**config.mk**
```make
export PLATFORM = sky130hd
export DESIGN_NAME = mem_axi_data_master
export DESIGN_NICKNAME = d
export VERILOG_FILES = /design/src/rtl/mem_axi_data_master_pkg.sv /design/src/rtl/mem_axi_data_master.sv
export SDC_FILE = /design/constraint.sdc
export NUM_CORES = 1
export LEC_CHECK = 0
export ABC_AREA = 1
export BUFFER_PORTS_ARGS = -buffer_cell sky130_fd_sc_hd__buf_2
export CAP_MARGIN = 20
export CORE_AREA = 2 2 113 115
export DETAILED_ROUTE_END_ITERATION = 6
export DIE_AREA = 0 0 115 117
export GPL_TIMING_DRIVEN = 0
export PLACE_DENSITY_LB_ADDON = 0.2
export REMOVE_ABC_BUFFERS = 1
export SYNTH_ARGS = -nofsm -noshare
export SYNTH_HDL_FRONTEND = slang
export SYNTH_SLANG_ARGS = --single-unit
```
**constraint.sdc**
```tcl
create_clock -name clk -period 1.8 [get_ports clk]
set_input_delay 0.09 -clock clk [delete_from_list [all_inputs] [get_ports clk]]
set_output_delay 0.09 -clock clk [all_outputs]
set_load 0.1 [all_outputs]
```
**src/rtl/mem_axi_data_master_pkg.sv**
```systemverilog
// Shared definitions for the data-side AXI master: FSM state encoding, fixed AXI
// burst/size/len encodings for single-word transfers, and the MEM-stage request struct.
package mem_axi_data_master_pkg;

  typedef enum logic [2:0] {
    StIdle,
    StRdAddr,
    StRdData,
    StWr,
    StWrResp,
    StDone,
    StDrain
  } mem_axi_state_e;

  localparam logic [1:0] AXI_BURST_INCR = 2'b01;
  localparam logic [2:0] AXI_SIZE_WORD  = 3'd2;
  localparam logic [7:0] AXI_LEN_SINGLE = 8'd0;

  // Request bundle as produced by the MEM stage.
  typedef struct packed {
    logic        ce;
    logic        we;
    logic [3:0]  sel;
    logic [31:0] addr;
    logic [31:0] data;
  } mem_cache_struct;

endpackage

```
**src/rtl/mem_axi_data_master.sv**
```systemverilog
// Blocking data-side AXI4 master. Turns the MEM-stage request into one single-beat
// AXI read or write, stalls the pipeline via busy_o until it completes, and returns
// load data on rdata_o.
// Ports:
//   clk, rst             clock, synchronous active-high reset
//   req_*                MEM-stage request (ce/we/sel/addr/data)
//   stall_i, flush_i     later-stage hold, pipeline flush
//   busy_o, rdata_o      MEM stall request, load data (valid in DONE)
//   ar*/r*/aw*/w*/b*     AXI4 master channels
module mem_axi_data_master
  import mem_axi_data_master_pkg::*;
#(
  parameter logic [3:0]  AXI_ID     = 4'd1,
  parameter int unsigned ADDR_WIDTH = 32,
  parameter int unsigned DATA_WIDTH = 32
) (
  input  logic                    clk,
  input  logic                    rst,
  input  logic                    req_ce,
  input  logic                    req_we,
  input  logic [DATA_WIDTH/8-1:0] req_sel,
  input  logic [ADDR_WIDTH-1:0]   req_addr,
  input  logic [DATA_WIDTH-1:0]   req_data,
  input  logic                    stall_i,
  input  logic                    flush_i,
  output logic                    busy_o,
  output logic [DATA_WIDTH-1:0]   rdata_o,
  output logic [3:0]              arid,
  output logic [ADDR_WIDTH-1:0]   araddr,
  output logic [7:0]              arlen,
  output logic [2:0]              arsize,
  output logic [1:0]              arburst,
  output logic                    arvalid,
  input  logic                    arready,
  input  logic [DATA_WIDTH-1:0]   rdata,
  input  logic [1:0]              rresp,
  input  logic                    rlast,
  input  logic                    rvalid,
  output logic                    rready,
  output logic [3:0]              awid,
  output logic [ADDR_WIDTH-1:0]   awaddr,
  output logic [7:0]              awlen,
  output logic [2:0]              awsize,
  output logic [1:0]              awburst,
  output logic                    awvalid,
  input  logic                    awready,
  output logic [DATA_WIDTH-1:0]   wdata,
  output logic [DATA_WIDTH/8-1:0] wstrb,
  output logic                    wlast,
  output logic                    wvalid,
  input  logic                    wready,
  input  logic [1:0]              bresp,
  input  logic                    bvalid,
  output logic                    bready
);

  mem_axi_state_e state_q;

  logic [ADDR_WIDTH-1:0]   addr_q;
  logic [DATA_WIDTH-1:0]   data_q;
  logic [DATA_WIDTH/8-1:0] sel_q;
  logic                    aw_done, w_done, flushed;

  logic aw_hs, w_hs, flush_seen, in_flight;

  always_comb begin
    aw_hs      = awvalid & awready;
    w_hs       = wvalid & wready;
    flush_seen = flushed | flush_i;
    in_flight  = (state_q == StRdAddr) | (state_q == StRdData) |
                 (state_q == StWr) | (state_q == StWrResp);
  end

  always_ff @(posedge clk) begin
    if (rst) begin
      state_q <= StIdle;
      arvalid <= 1'b0;
      rready  <= 1'b0;
      awvalid <= 1'b0;
      wvalid  <= 1'b0;
      bready  <= 1'b0;
      rdata_o <= '0;
      aw_done <= 1'b0;
      w_done  <= 1'b0;
      flushed <= 1'b0;
      addr_q  <= '0;
      data_q  <= '0;
      sel_q   <= '0;
    end else begin
      // A flush never aborts the bus transaction; it only redirects completion to DRAIN.
      if (in_flight && flush_i) flushed <= 1'b1;

      unique case (state_q)
        StIdle: begin
          flushed <= 1'b0;
          if (req_ce && req_we && (req_sel == '0)) begin
            // Store with no enabled lanes: complete without touching the bus.
            state_q <= StDone;
          end else if (req_ce && !flush_i) begin
            addr_q <= req_addr;
            data_q <= req_data;
            sel_q  <= req_sel;
            if (req_we) begin
              state_q <= StWr;
              awvalid <= 1'b1;
              wvalid  <= 1'b1;
            end else begin
              state_q <= StRdAddr;
              arvalid <= 1'b1;
            end
          end
        end
        StRdAddr: begin
          if (arready) begin
            arvalid <= 1'b0;
            rready  <= 1'b1;
            state_q <= StRdData;
          end
        end
        StRdData: begin
          if (rvalid) begin
            rready <= 1'b0;
            if (flush_seen) begin
              state_q <= StDrain;
            end else begin
              rdata_o <= rdata;
              state_q <= StDone;
            end
          end
        end
        StWr: begin
          if (aw_hs) begin
            awvalid <= 1'b0;
            aw_done <= 1'b1;
          end
          if (w_hs) begin
            wvalid <= 1'b0;
            w_done <= 1'b1;
          end
          if ((aw_done || aw_hs) && (w_done || w_hs)) begin
            state_q <= StWrResp;
            bready  <= 1'b1;
          end
        end
        StWrResp: begin
          if (bvalid) begin
            bready  <= 1'b0;
            aw_done <= 1'b0;
            w_done  <= 1'b0;
            state_q <= flush_seen ? StDrain : StDone;
          end
        end
        StDone: begin
          if (flush_i || !stall_i) state_q <= StIdle;
        end
        StDrain: state_q <= StIdle;
        default: state_q <= StIdle;
      endcase
    end
  end

  assign busy_o = req_ce && (state_q != StDone) && (state_q != StDrain);

  assign arid    = AXI_ID;
  assign araddr  = {addr_q[ADDR_WIDTH-1:2], 2'b00};
  assign arlen   = AXI_LEN_SINGLE;
  assign arsize  = AXI_SIZE_WORD;
  assign arburst = AXI_BURST_INCR;

  assign awid    = AXI_ID;
  assign awaddr  = {addr_q[ADDR_WIDTH-1:2], 2'b00};
  assign awlen   = AXI_LEN_SINGLE;
  assign awsize  = AXI_SIZE_WORD;
  assign awburst = AXI_BURST_INCR;

  assign wdata = data_q;
  assign wstrb = sel_q;
  assign wlast = 1'b1;

  // Responses are always treated as OKAY; low address bits only select lanes upstream.
  logic unused_resp;
  assign unused_resp = ^{rresp, rlast, bresp, addr_q[1:0]};

endmodule

```
; Yosys cells after proc, flatten, opt, wreduce, memory -nomap -nowiden
; Cells that the tools add are included.
[op_classes]
eq_ne = 19
n_mux = 32
n_bitwise = 8
reduce_logical = 29
[ops]
columns = op, n
row1 = $mux W3, 7
row2 = $ne A2 B2 Y1 const B, 10
row3 = $pmux W3 S6, 1
row4 = $reduce_and A3 Y1, 6
row5 = $mux W1, 15
row6 = $reduce_and A5 Y1, 3
row7 = $pmux W1 S2, 7
row8 = $ne A3 B3 Y1 const B, 3
row9 = $reduce_bool A2 Y1, 4
row10 = $logic_and A1 B1 Y1, 7
row11 = $eq A3 B2 Y1 const B, 2
row12 = $eq A3 B3 Y1 const B, 2
row13 = $reduce_and A6 Y1, 1
row14 = $logic_not A4 Y1, 1
row15 = $mux W2, 2
row16 = $or A1 B1 Y1, 4
row17 = $eq A3 B1 Y1 const B, 1
row18 = $logic_not A3 Y1, 1
row19 = $logic_or A1 B1 Y1, 3
row20 = $and A1 B1 Y1, 2
row21 = $logic_not A1 Y1, 2
row22 = $ne A2 B1 Y1 const B, 1
row23 = $not A1 Y1, 2
row24 = $reduce_or A2 Y1, 1
[totals]
reg_bits = 111
input_bits = 116
output_inout_bits = 173
word_cells = 101

; Longest topological paths before layout
[depth]
word_depth = 5
depth_mapped = 9
ltp_nobuf = 9

; Worst setup path before layout
; OpenSTA, ideal clock, no wires.
[synth_path]
path_type = register to output
from = register state_q[1]
to = output port busy_o
t_arrival_ps = 2053
required_ps = 1710
slack_ps = -343
stages_incl_launch_ff = 4
n_path_buf = 0
cell_sequence = dfxtp_1 > nor2_4 > nor2_1 > a21oi_1
[synth_via]
elab_chain_len = 3
elab_cells_between_ends = 4
cone_classes = eq/ne: 2 / reduce/logical: 2
[synth_rtl]
columns = element, line
row1 = start: declaration, mem_axi_data_master.sv:57  ; mem_axi_state_e state_q;
row2 = start signal: assignment, mem_axi_data_master.sv:76  ; state_q <= StIdle;
row3 = start signal: assignment, mem_axi_data_master.sv:98  ; state_q <= StDone;
row4 = start signal: assignment, mem_axi_data_master.sv:104  ; state_q <= StWr;
row5 = $ne A3 B3 Y1, mem_axi_data_master.sv:162  ; assign busy_o = req_ce && (state_q != StDone) && (state_q != StDrain);
row6 = $logic_and A1 B1 Y1, mem_axi_data_master.sv:162
row7 = $logic_and A1 B1 Y1 *, mem_axi_data_master.sv:162
row8 = end: declaration, mem_axi_data_master.sv:26  ; output logic busy_o,
; Every way passes the cells marked *; elsewhere a longest branch is shown, timed or not.

; Worst setup path after layout
[layout_path]
from = register state_q[2]
to = output port busy_o
; The elaborated chain is that of the path after synthesis.

==> summary.md <==
| Metric | Value |
|---|---|
| Post-synth top area cell | dfxtp_1 |
| Reg clk slew, reported paths | around 0.070 ns |
| TritonCTS clock tree | yes |
| Gate Count Post-Synth | between 600 and 700 |
| Worst reg2reg path endpoint | rdata_o[4]$_SDFFE_PP0P_ |
| Layout cells sized above 1 | 33.3% |
| # port buffers | 242 |
| CTS Sinks | 109 |
| Vias in the first global route | 3,961 |
| Commonest cells post-synth | 109 x dfxtp_1, 100 x o21ai_0, 82 x inv_1 |
| IR drop worst, VDD | 0.886 mV |
| HPWL after DPL | 8480 um |
| Filler Cell Count | between 1k and 1.5k |
| Critical path cell sequence | clkinv_4 -> nor2_1 -> a21oi_1 -> buf_4 |
| Count of cells along the worst hold path | 3 |
| Leak pwr | 3.23 nW |
| Floorplan die height | 117 um |
| Startpoint of the lowest-slack hold path | req_addr[15] |
| First-pass GRT wire length | 20,000 um |
| Startpoint Class | flip-flop |
| Total congestion overflow | 0 |
| Highest cell delay on the worst timing path | 0.47 ns |
| Number of antenna violations at the first check in global routing | 0 |
| Final count of pins violating max slew | 0 |
| Top cell type's share of synthesized area | 47.1% |
| Most common flop cell mapped by yosys | dfxtp_1 |
| Largest net degree at the start of global routing | 62 |
| Setup slack on the worst flop-to-flop path | around 0.15 ns |
| Chip Width | 115 um |
| Setup skew after layout | 0.00359 ns |
| Cell type group with the largest total delay on the critical path | flip-flops |
| Final critical-path share of the clock period | 93.5% |
| Filler-free cell count of the finished design | 997 |
| Post-synthesis sequential area ratio | 47.1% |
| Time the final worst path needs with I/O delays and setup | approximately 1.7 ns |
| Maximum achievable frequency | 594 MHz |
| Flip-flop and latch count after synthesis | approximately 110 |
| PnR worst setup slack | roughly 0.12 ns |
| Count of flip-flops with a built-in enable after synthesis | 0 |
| Iteration-0 DRC count of the detailed router | 235 |
| Leading post-synthesis cells by cell area | dfxtp_1 47%, buf_4 11%, o21ai_0 11% |
| Synthesized area per cell | 7.69 um^2 |
| Setup Viol. Count Final | 0 |
| Overall routing resource usage | about a fifth |
| Clk_lat worst skew | 0.35 ns |
| RSZ-0062 raised after global routing | false |
| Arrival time reported for the critical path endpoint | 1.59 ns |
| Weighted congestion at the end of routability-driven global placement | 0.841 |
| Remaining design rule violation count | 0 |
| DRT antenna net count | 0 |
| First-pass detailed-route iteration total | 4 |
| Vias per std cell | 4.59 |
| Run status | finished clean |
| Transition time at the pin with the least slew margin | 0.830 ns |
| Final-layout setup total negative slack | 0 ns |
| Cell Count Post-Placement | 933 |
| Post-synthesis cell area | 4640 um^2 |
| Type of the tightest min-delay check | primary input to flip-flop |
| Final routed wire length divided by cell count | about 14 um |
| CTS H-Tree Depth | 3 |
| Routed vias | between 4k and 5k |
| Post-Route WL | ~13,000 um |
| Number of warnings printed during yosys synthesis | 0 |
| Crit-path max FO | 11 |
| Hold Crit Endpoint | addr_q[15]$_SDFFE_PP0P_ |
| Root buffer selected by CTS | clkbuf_16 |
| Worst path slowest cell | dfxtp_1 |
| Starting density of the core | 37.7% |
| Total clock buffers created by CTS | 9 |
| FP Rows | 41 |
| Number of stages on the worst setup path | 4 |
| Depth of the worst register-to-register path | 8 |
| Die footprint | 13,500 um^2 |
| Type of destination of the critical path | output port |
| Worst r2r src | state_q[2]$_SDFFE_PP0P_ |
| Bufs and invs on worst path | 2 |
| Top Ports | 289 |
| Top-count cell post-synth | dfxtp_1 |
| Crit path kind | flip-flop to output port |
| Share of flip-flops with an asynchronous set or reset after synthesis | 0% |
| # diodes | 0 |
| Clock buffer depth | 2 |
| Distinct cell type count after synthesis | 23 |
| Synth-to-Final Area Change | 37.4% |
| Number of nets in the final layout | 958 |
| Final hold violation count | 0 |
| Core region area | between 10,000 and 15,000 um^2 |
| Worst slew margin relative to its limit | 44.5% |
| Max-Cap Viols | 0 |
| Power density cells | 1820 nW/um^2 |
| Crit path required time | 1.71 ns |
| Pre-CTS WS | -0.929 ns |
how the worst max path moves through the flow:
stage,slack (ns),endpoint,start
2_1_floorplan,-0.95,addr_q[10]$_SDFFE_PP0P_,state_q[1]$_SDFFE_PP0P_
3_3_place_gp,-1.90,wdata[23]$_SDFFE_PP0P_,state_q[1]$_SDFFE_PP0P_
3_5_place_dp,-0.93,rdata_o[17]$_SDFFE_PP0P_,state_q[2]$_SDFFE_PP0P_
4_1_cts,-0.005,wdata[12]$_SDFFE_PP0P_,state_q[0]$_SDFFE_PP0P_
5_1_grt,0.02,rdata_o[25]$_SDFFE_PP0P_,state_q[2]$_SDFFE_PP0P_
6_report,0.12,busy_o,state_q[2]$_SDFFE_PP0P_
routing by layer:
metal | GRT usage [%] | vias to the layer above | wire (um)
met5 | 0 | - | 0
met2 | 32.7 | 189 | 6610
met3 | 4.74 | 16 | 967
li1 | - | 2295 | -
met4 | 7.95 | 0 | 246
met1 | 23.1 | 2077 | 5640
state kept, by name, indices dropped and copies added (netlist names):
signal,flops
rdata_o,32
arvalid,1
flushed,1
wdata,32
w_done,1
bready,1
aw_done,1
wstrb,4
state_q,3
wvalid,1
rready,1
awvalid,1
addr_q,30
report_power, final:
group	total, W	switching (W)	internal, W
sequential	0.00313	0.000269	0.00286
clock	0.00194	0.000886	0.00105
combinational	0.00651	0.00551	0.000993
layout make-up:
type	instances	area [um^2]	share of cell area, %
Clock inverter	3	18.8	0.295
Multi-Input combinational cell	349	1660	26.0
Inverter	84	327	5.13
Timing Repair Buffer	288	1720	27.0
Timing Repair inverter	1	7.51	0.118
Sequential cell	109	2180	34.3
Clock buffer	13	270	4.24
Tap cell	150	188	2.95
per-stage QoR:
step	utilization (%)	cell area, um^2	power [W]	hold WS [ns]
floorplan	-	4090	0.00842	0.159
global placement	44.6	5490	0.00930	0.313
detailed placement	44.9	5530	0.00937	0.318
CTS	51.0	6280	0.0115	0.000227
global route	51.7	6370	0.0121	0.0173
finish	51.7	6370	0.0116	0.0123
worst register-to-register path: cells and delay by family, from the launching register on:
family | cells | cell delay (ns)
flip-flops | 1 | 0.38
buffers and inverters | 4 | 0.53
AND/OR/NAND/NOR | 4 | 0.64
layout by cell type (no fill, tap or decap), drive strengths merged, types with 13 or more instances in the layout:
cell type,n
inv,82
conb,39
dfxtp,109
nor2,80
nand2,30
buf,254
a21oi,75
clkbuf,13
dlygate4sd3,34
o21ai,101
timing repair:
action                     CTS  global route
hold buffers                34             0
hold endpoints to repair    34             0
pin swaps                    2             3
setup endpoints to repair   98            85
buffers inserted             3             7
cloned                       4             0
gates resized for setup      7             4
cell families (layout without fill, tap and decap cells):
group	Yosys count	in the layout	share of synthesized area [%]
buf+inv	185	389	21.7
compound gates	178	178	19.3
simple gates	129	132	11.8
flops	109	109	47.1
other cells	2	39	0.162
Power figures use the tool's default switching activity.
